--- config.mk ---
export PLATFORM = sky130hd
export DESIGN_NAME = dmem_arbiter
export DESIGN_NICKNAME = d
export VERILOG_FILES = /design/src/rtl/dmem_arbiter_pkg.sv /design/src/rtl/dmem_lane_align.sv /design/src/rtl/dmem_arbiter.sv
export SDC_FILE = /design/constraint.sdc
export NUM_CORES = 1
export LEC_CHECK = 0
export BUFFER_PORTS_ARGS = -buffer_cell sky130_fd_sc_hd__buf_2
export CAP_MARGIN = 20
export CORE_AREA = 5 5 116 118
export CTS_CLUSTER_SIZE = 8
export DETAILED_ROUTE_END_ITERATION = 16
export DIE_AREA = 0 0 121 123
export PLACE_DENSITY_LB_ADDON = 0.05
export SYNTH_ARGS = -nofsm -noshare
export SYNTH_HDL_FRONTEND = slang
export SYNTH_SLANG_ARGS = --single-unit
export TNS_END_PERCENT = 5
--- constraint.sdc ---
create_clock -name clk -period 5.12 [get_ports clk]
set_clock_uncertainty 0.15 [all_clocks]
set_input_delay 0.512 -clock clk [delete_from_list [all_inputs] [get_ports clk]]
set_output_delay 0.512 -clock clk [all_outputs]
set_load 0.02 [all_outputs]
--- src/rtl/dmem_arbiter_pkg.sv ---
// Shared definitions for the data-memory arbiter.
//   - Byte-mask encodings used by both requesters (load, sb, sh, sw).
//   - Owner tag that records who issued the load now in flight.
//   - Helper that classifies a byte mask as a load.
package dmem_arbiter_pkg;

  localparam logic [3:0] WE_LOAD = 4'b0000;
  localparam logic [3:0] WE_SB   = 4'b0001;
  localparam logic [3:0] WE_SH   = 4'b0011;
  localparam logic [3:0] WE_SW   = 4'b1111;

  typedef enum logic [1:0] {
    OWN_NONE = 2'd0,
    OWN_CPU  = 2'd1,
    OWN_DBG  = 2'd2
  } owner_t;

  function automatic logic is_load(input logic [3:0] we);
    return we == WE_LOAD;
  endfunction

endpackage

--- src/rtl/dmem_lane_align.sv ---
// Byte-lane steering for a single granted access.
// Ports:
//   en         in   1   an access is granted this cycle
//   we         in   4   unshifted byte mask (load/sb/sh/sw encoding)
//   addr_lo    in   2   byte offset within the word
//   wdata      in   32  right-aligned store data
//   lane_we    out  4   per-byte RAM write enable (0 when not granted or misaligned)
//   lane_din   out  32  store data shifted onto its byte lanes
//   misaligned out  1   halfword on an odd address or word on a non-zero offset
module dmem_lane_align
  import dmem_arbiter_pkg::*;
(
  input  logic        en,
  input  logic [3:0]  we,
  input  logic [1:0]  addr_lo,
  input  logic [31:0] wdata,
  output logic [3:0]  lane_we,
  output logic [31:0] lane_din,
  output logic        misaligned
);

  always_comb begin
    misaligned = en && (((we == WE_SH) && addr_lo[0]) ||
                        ((we == WE_SW) && (addr_lo != 2'b00)));

    if (we == WE_SW) begin
      lane_we  = we;
      lane_din = wdata;
    end else begin
      lane_we  = we << addr_lo;
      lane_din = wdata << {addr_lo, 3'b000};
    end

    // A misaligned store still consumes its grant but must not touch RAM.
    if (!en || misaligned) begin
      lane_we = 4'b0000;
    end
  end

endmodule

--- src/rtl/dmem_arbiter.sv ---
// Two-master arbiter in front of a single-port synchronous data RAM.
// The CPU normally wins; a debug/DMA requester refused STARVE_MAX cycles in
// a row is forced through for one cycle. Load data returns one cycle after
// the grant and is qualified by the owning side's rvalid.
//
// Handshake: a requester holds req (with we/addr/wdata stable) until it
// sees its gnt high in the same cycle; the access is accepted on the rising
// edge where req & gnt are both high. rvalid is a one-cycle qualifier on
// the shared read data and has no back-pressure.
//
// Ports:
//   clk, rst                         clock, synchronous active-high reset
//   cpu_req/we/addr/wdata            CPU access request
//   cpu_gnt, cpu_stall               CPU owns the port / CPU must hold
//   cpu_rvalid, cpu_rdata            CPU load return
//   dbg_req/we/addr/wdata            debug/DMA access request
//   dbg_gnt, dbg_rvalid, dbg_rdata   debug grant and load return
//   ram_we, ram_addr, ram_din        RAM write enables, word address, data
//   ram_dout                         RAM read data (1-cycle latency)
//   misalign_err                     pulse the cycle after a refused store
module dmem_arbiter
  import dmem_arbiter_pkg::*;
#(
  parameter int unsigned STARVE_MAX = 4
) (
  input  logic        clk,
  input  logic        rst,
  input  logic        cpu_req,
  input  logic [3:0]  cpu_we,
  input  logic [31:0] cpu_addr,
  input  logic [31:0] cpu_wdata,
  output logic        cpu_gnt,
  output logic        cpu_stall,
  output logic        cpu_rvalid,
  output logic [31:0] cpu_rdata,
  input  logic        dbg_req,
  input  logic [3:0]  dbg_we,
  input  logic [31:0] dbg_addr,
  input  logic [31:0] dbg_wdata,
  output logic        dbg_gnt,
  output logic        dbg_rvalid,
  output logic [31:0] dbg_rdata,
  output logic [3:0]  ram_we,
  output logic [29:0] ram_addr,
  output logic [31:0] ram_din,
  input  logic [31:0] ram_dout,
  output logic        misalign_err
);

  localparam logic [3:0] STARVE_LIM = 4'(STARVE_MAX);

  logic [3:0]  starve_cnt;
  logic        force_dbg;
  logic        any_gnt;
  logic [3:0]  win_we;
  logic [31:0] win_addr;
  logic [31:0] win_wdata;
  logic        win_misaligned;
  owner_t      owner_q;
  logic        misalign_q;

  // Arbitration. Reset blocks both grants so nothing reaches RAM.
  assign force_dbg = dbg_req && (starve_cnt == STARVE_LIM);
  assign cpu_gnt   = !rst && cpu_req && !force_dbg;
  assign dbg_gnt   = !rst && dbg_req && (force_dbg || !cpu_req);
  assign cpu_stall = cpu_req && !cpu_gnt;
  assign any_gnt   = cpu_gnt || dbg_gnt;

  // Winner mux; defaults to the CPU so an idle port shows the CPU address.
  always_comb begin
    if (dbg_gnt) begin
      win_we    = dbg_we;
      win_addr  = dbg_addr;
      win_wdata = dbg_wdata;
    end else begin
      win_we    = cpu_we;
      win_addr  = cpu_addr;
      win_wdata = cpu_wdata;
    end
  end

  assign ram_addr = win_addr[31:2];

  dmem_lane_align u_lane_align (
    .en         (any_gnt),
    .we         (win_we),
    .addr_lo    (win_addr[1:0]),
    .wdata      (win_wdata),
    .lane_we    (ram_we),
    .lane_din   (ram_din),
    .misaligned (win_misaligned)
  );

  // Starvation counter: counts consecutive refused debug cycles.
  always_ff @(posedge clk) begin
    if (rst) begin
      starve_cnt <= 4'd0;
    end else if (!dbg_req || dbg_gnt) begin
      starve_cnt <= 4'd0;
    end else if (starve_cnt != STARVE_LIM) begin
      starve_cnt <= starve_cnt + 4'd1;
    end
  end

  // Owner of the load whose data appears on ram_dout next cycle.
  always_ff @(posedge clk) begin
    if (rst) begin
      owner_q    <= OWN_NONE;
      misalign_q <= 1'b0;
    end else begin
      misalign_q <= win_misaligned;
      if (any_gnt && is_load(win_we)) begin
        owner_q <= dbg_gnt ? OWN_DBG : OWN_CPU;
      end else begin
        owner_q <= OWN_NONE;
      end
    end
  end

  // Qualifiers are also masked by rst so the first reset cycle cannot
  // return data for a load issued just before reset.
  assign cpu_rvalid   = !rst && (owner_q == OWN_CPU);
  assign dbg_rvalid   = !rst && (owner_q == OWN_DBG);
  assign misalign_err = !rst && misalign_q;

  assign cpu_rdata = ram_dout;
  assign dbg_rdata = ram_dout;

endmodule

Word level (Yosys, flattened, before mapping)
Index checks and enable logic that the tools add are counted.
{ "op_classes": {"n_addsub": 1, "eq_ne": 6, "shifts": 2, "n_mux": 7, "n_bitwise": 1, "n_reduce_logical": 28} }
{ "op_table": {"columns": ["cell", "count"], "rows": [
  ["$mux W32", 3],
  ["$shl A32 B5 Y32", 1],
  ["$logic_and A1 B1 Y1", 13],
  ["$mux W4", 3],
  ["$logic_not A1 Y1", 6],
  ["$logic_or A1 B1 Y1", 5],
  ["$add A4 B1 Y4 const B", 1],
  ["$eq A4 B2 Y1 const B", 1],
  ["$eq A4 B3 Y1 const B", 1],
  ["$eq A4 B4 Y1 const B", 1],
  ["$logic_not A4 Y1", 1],
  ["$ne A4 B3 Y1 const B", 1],
  ["$reduce_or A2 Y1", 2],
  ["$shl A4 B2 Y4", 1],
  ["$eq A2 B1 Y1 const B", 1],
  ["$eq A2 B2 Y1 const B", 1],
  ["$mux W2", 1],
  ["$reduce_bool A2 Y1", 1],
  ["$not A1 Y1", 1]
]} }
{ "totals": {"register_bits": 7, "elab_cells": 48} }

Logic depth before layout (Yosys ltp)
{ "depth": {"depth_word": 11, "mapped_depth": 8, "depth_no_buf": 6} }

By module
Synthesis repeated with hierarchy kept, for this count alone.
{ "unflattened": {"cells_unflattened": 352, "hier_area_um2": 2841.5} }
{ "modules_own_cells": {"columns": ["mod", "instances", "cells_per_inst", "area_per_inst_um2"], "rows": [
  ["dmem_arbiter", 1, 212, 1925.6],
  ["dmem_lane_align", 1, 140, 915.9]
]} }

Worst setup path before layout
Ideal clock, no wire load.
{ "synth_timing": {"path_kind": "flip-flop to output port", "start": "register starve_cnt[0]", "end": "output port ram_we[2]", "t_arrival_ns": 2.286, "setup_slack_ns": 2.172, "stages_incl_launch_ff": 8, "n_path_buf": 1, "path_cell_list": "dfxtp_1 -> inv_1 -> ha_1 -> nand4b_4 -> a21oi_4 -> buf_4 -> a221oi_1 -> a2111oi_0"} }
{ "synth_between": {"elab_chain_cells": 11, "word_cells_on_any_way": 21, "cone_classes": "eq/ne (3); shift (1); mux (4); reduce/logical (13)"} }
{ "synth_lines": {"columns": ["element", "line_no", "text"], "rows": [
  ["start, declared", "dmem_arbiter.sv:52", "logic [3:0] starve_cnt;"],
  ["start signal, assigned", "dmem_arbiter.sv:101", "starve_cnt <= starve_cnt + 4'd1;"],
  ["$eq A4 B3 Y1 (*)", "dmem_arbiter.sv:63", "assign force_dbg = dbg_req && (starve_cnt == STARVE_LIM);"],
  ["$logic_and A1 B1 Y1 (*)", "dmem_arbiter.sv:63", null],
  ["$logic_or A1 B1 Y1", "dmem_arbiter.sv:65", "assign dbg_gnt = !rst && dbg_req && (force_dbg || !cpu_req);"],
  ["$logic_and A1 B1 Y1", "dmem_arbiter.sv:65", null],
  ["$mux W4 / $mux W32 (equally long branches)", "dmem_arbiter.sv:71", "if (dbg_gnt) begin"],
  ["$eq A4 B2 Y1, or another cell as far along", "dmem_lane_align.sv:23", "misaligned = en && (((we == WE_SH) && addr_lo[0]) ||"],
  ["$logic_and A1 B1 Y1 (on tied branches)", "dmem_lane_align.sv:23, dmem_lane_align.sv:24", null],
  ["$logic_or A1 B1 Y1", "dmem_lane_align.sv:23", null],
  ["$logic_and A1 B1 Y1", "dmem_lane_align.sv:23", null],
  ["$logic_or A1 B1 Y1", "dmem_lane_align.sv:35", "if (!en || misaligned) begin"],
  ["$mux W4 (*)", "dmem_lane_align.sv:35", null],
  ["end, declared", "dmem_arbiter.sv:43", "output logic [3:0] ram_we,"]
]} }
Mark *: on every way between the ends. The rest lies on a longest branch, timed or not.

Worst setup path in the final report
{ "layout_timing": {"start": "register starve_cnt[0]", "end": "output port ram_din[28]"} }
{ "layout_between": {"elab_chain_cells": 7, "word_cells_on_any_way": 10, "cone_classes": "eq/ne (2); shift (1); mux (4); reduce/logical (3)"} }
{ "layout_lines": {"columns": ["element", "line_no", "text"], "rows": [
  ["$eq A4 B3 Y1 (*)", "dmem_arbiter.sv:63", null],
  ["$logic_and A1 B1 Y1 (*)", "dmem_arbiter.sv:63", null],
  ["$logic_or A1 B1 Y1 (*)", "dmem_arbiter.sv:65", null],
  ["$logic_and A1 B1 Y1 (*)", "dmem_arbiter.sv:65", null],
  ["$mux W32 / $mux W4 (equally long branches)", "dmem_arbiter.sv:71", null],
  ["$shl A32 B5 Y32 / $eq A4 B4 Y1 (equally long branches)", "dmem_lane_align.sv:31, dmem_lane_align.sv:26", null],
  ["$mux W32 (*)", "dmem_lane_align.sv:26", "if (we == WE_SW) begin"],
  ["end, declared", "dmem_arbiter.sv:45", "output logic [31:0] ram_din,"]
]} }
Marked as above.

==> results.yml <==
run_status:
  status: "finished, final reports clean"
yosys:
  synthSimpleGateAreaFrac: 0.165
  synth_top_family_by_area: "multiplexers"
  synth.distinct_cells: 44
  synth_top_area_frac: 0.189
  synth-compound-area-share: 0.189
  yosysWarnings: 0
  synth-xor-area-share: 0
  synth-seq-cells: 7
  netlist.top_cell.by_area: "mux2i_1"
  synth-main-ff-cell: "dfxtp_1"
  seq_area_frac_synth: 0.0471
  synth_edf_count: 0
  synthTopCellsByArea: "mux2i_1, buf_4, mux2_2"
  syn_inst: 365
  syn-cell-area_mm2: 0.00297
  async_reset_ff_frac: 0
  synthAdderAreaFrac: 0.00842
  synthMuxAreaShare: 0.357
  syn_area_per_cell_um2: 8.14
  postSynthNetCount: 539
floorplanning:
  core_area_mm2: 0.0124
  top_level_ports: 308
  die_x_um: 121
  start_util: 0.240
  die_area_mm2: 0.0149
  row_count: 41
  dieHeight_um: 123
clock_tree:
  cts.sinks: 7
  tritoncts: "built"
  root_buffer: "clkbuf_16"
  cts_buffers: 3
  clk_latency_ps: 230
  ctsHoldBuffers: 0
  postCtsSetupBuffers: 0
  cts-resized-gates: 0
  h-tree-depth: 1
  clkTransAtPathRegs_ps: 40
  clockBufferDepth: 2
routing:
  detail_route.wl_per_cell_um: 19.2
  drc_errors: 0
  totalWireLength_mm: 12.7
  drtIter0Drc: 89
  via_per_inst: 4.85
  drt.antenna.violating_nets: 0
  drtPass1Iterations: 4
  vias: 3218
critical_path:
  critPathLaunchType: "register"
  required_ps: 4460
  cp-end-kind: "output pin"
  crit_path_start: "starve_cnt[0]$_SDFFE_PP0P_"
  cp_max_fo: 75
  r2r_start: "starve_cnt[0]$_SDFFE_PP0P_"
  worst-setup-path-type: "register to output pin"
  critPathArrivalTime_ps: 3080
timing:
  setup_violations: 0
  layout_min_cycle_time_ps: 3740
  hold_slack_ps: 317
  tightest_slew_ps: 1010
  fin_crit_sh: 0.730
  drv_slew: 0
  rsz0062_at_grt: "no"
  slew_headroom: 0.327
  tns_ps: 0
  fmax_ghz: 0.267
  hold_viol: 0
layout:
  n_fill_cell: 1375
  seq_area_um2: 140
  drive_gt1_frac: 0.561
  nNetsFinal: 665
  area_growth_pct: 24.2
  layout_commonest_cell: "buf_2"
  final_cell_mix: "buf_2, mux2i_1, mux2_2"
  multi_input_area_mm2: 0.00214
  fin_util: 0.299
pwr:
  cellPowerDensity_mw_per_mm2: 147
  vdd_drop_max_mv: 0.0909
  power.total_uw: 541
  p_leak_nw: 1.70
grt:
  grt_overflow: 0
  antenna_found_initial: 1
  grt_max_degree: 76
  grt_pass1_wl_mm: 18.6
  grt_pass1_vias: 3389
  grtUsageTotal: 0.158
min_path:
  worstHoldStart: "starve_cnt[0]$_SDFFE_PP0P_"
  hold_path_class: "register to register"
placed_design:
  dp_hpwl_mm: 10.2
  port_buffers: 211
  place_congestion: 0.766
run:
  max_cap_viol_count: 0
## where the power goes
| part | switching, mW | leakage (nW) | internal, mW |
|---|---|---|---|
| clock | 0.0284 | 0.0382 | 0.104 |
| sequential | 0.000470 | 0.0566 | 0.0556 |
| combinational | 0.207 | 1.61 | 0.146 |
| total | 0.236 | 1.70 | 0.305 |
## state kept, by name, summed over array words and instances, names as in the netlist
register / cells
starve_cnt: 4
misalign_q: 1
owner_q: 2
## cells in the mapped netlist (8+ instances only)
master,count
mux2_2,42
mux2i_1,56
a211oi_1,8
o22ai_1,8
nor2b_1,11
a221oi_1,9
buf_2,13
nand3_1,23
nor2_1,15
a2111oi_0,10
nand2_1,9
buf_4,70
a21oi_1,16
a221oi_2,8
## metrics by stage
stage	setup slack [ps]	cells	cell area [µm²]
finish	1380	663	3690
global route	1120	663	3690
CTS	1270	661	3680
detailed placement	1380	657	3600
global placement	1430	657	3600
floorplan	2170	365	2970
## final timing paths
check        cells after the start  slack (ps)                    endpoint
max reg2reg                      7        2660       owner_q[0]$_SDFF_PP0_
max                              8        1380                 ram_din[28]
min                              1         320  starve_cnt[0]$_SDFFE_PP0P_
min reg2reg                      1         320  starve_cnt[0]$_SDFFE_PP0P_
## worst max-delay path, cell delays in order, from the launching register on
cell and delay [ps]:
dfxtp_1 320, inv_1 70, ha_1 230, nand4b_4 170, a21oi_4 210, buf_4 820
mux2_2 410, a211oi_1 350, buf_2 240
## routing by layer
layer | global-route usage | routed length [µm]
met4 | 0.0439 | 324
met2 | 0.276 | 6370
met5 | 0 | 0
met1 | 0.196 | 5180
met3 | 0.0348 | 845
## area by class of cell
type | instances | share of cell area
clock buffer | 4 | 0.0213
inverter | 5 | 0.00508
tap | 172 | 0.0583
timing repair buffer | 216 | 0.297
sequential | 7 | 0.0380
multi-input combinational | 258 | 0.579
antenna | 1 | 0.000678
## cells by family after synthesis
kind of cell               after synthesis
AOI/OAI and AO/OA                       70
muxes                                  100
adders and majority gates                2
buffers and inverters                  100
DFF                                      7
and+or+nand+nor                         86
(Power assumes the default switching activity.)
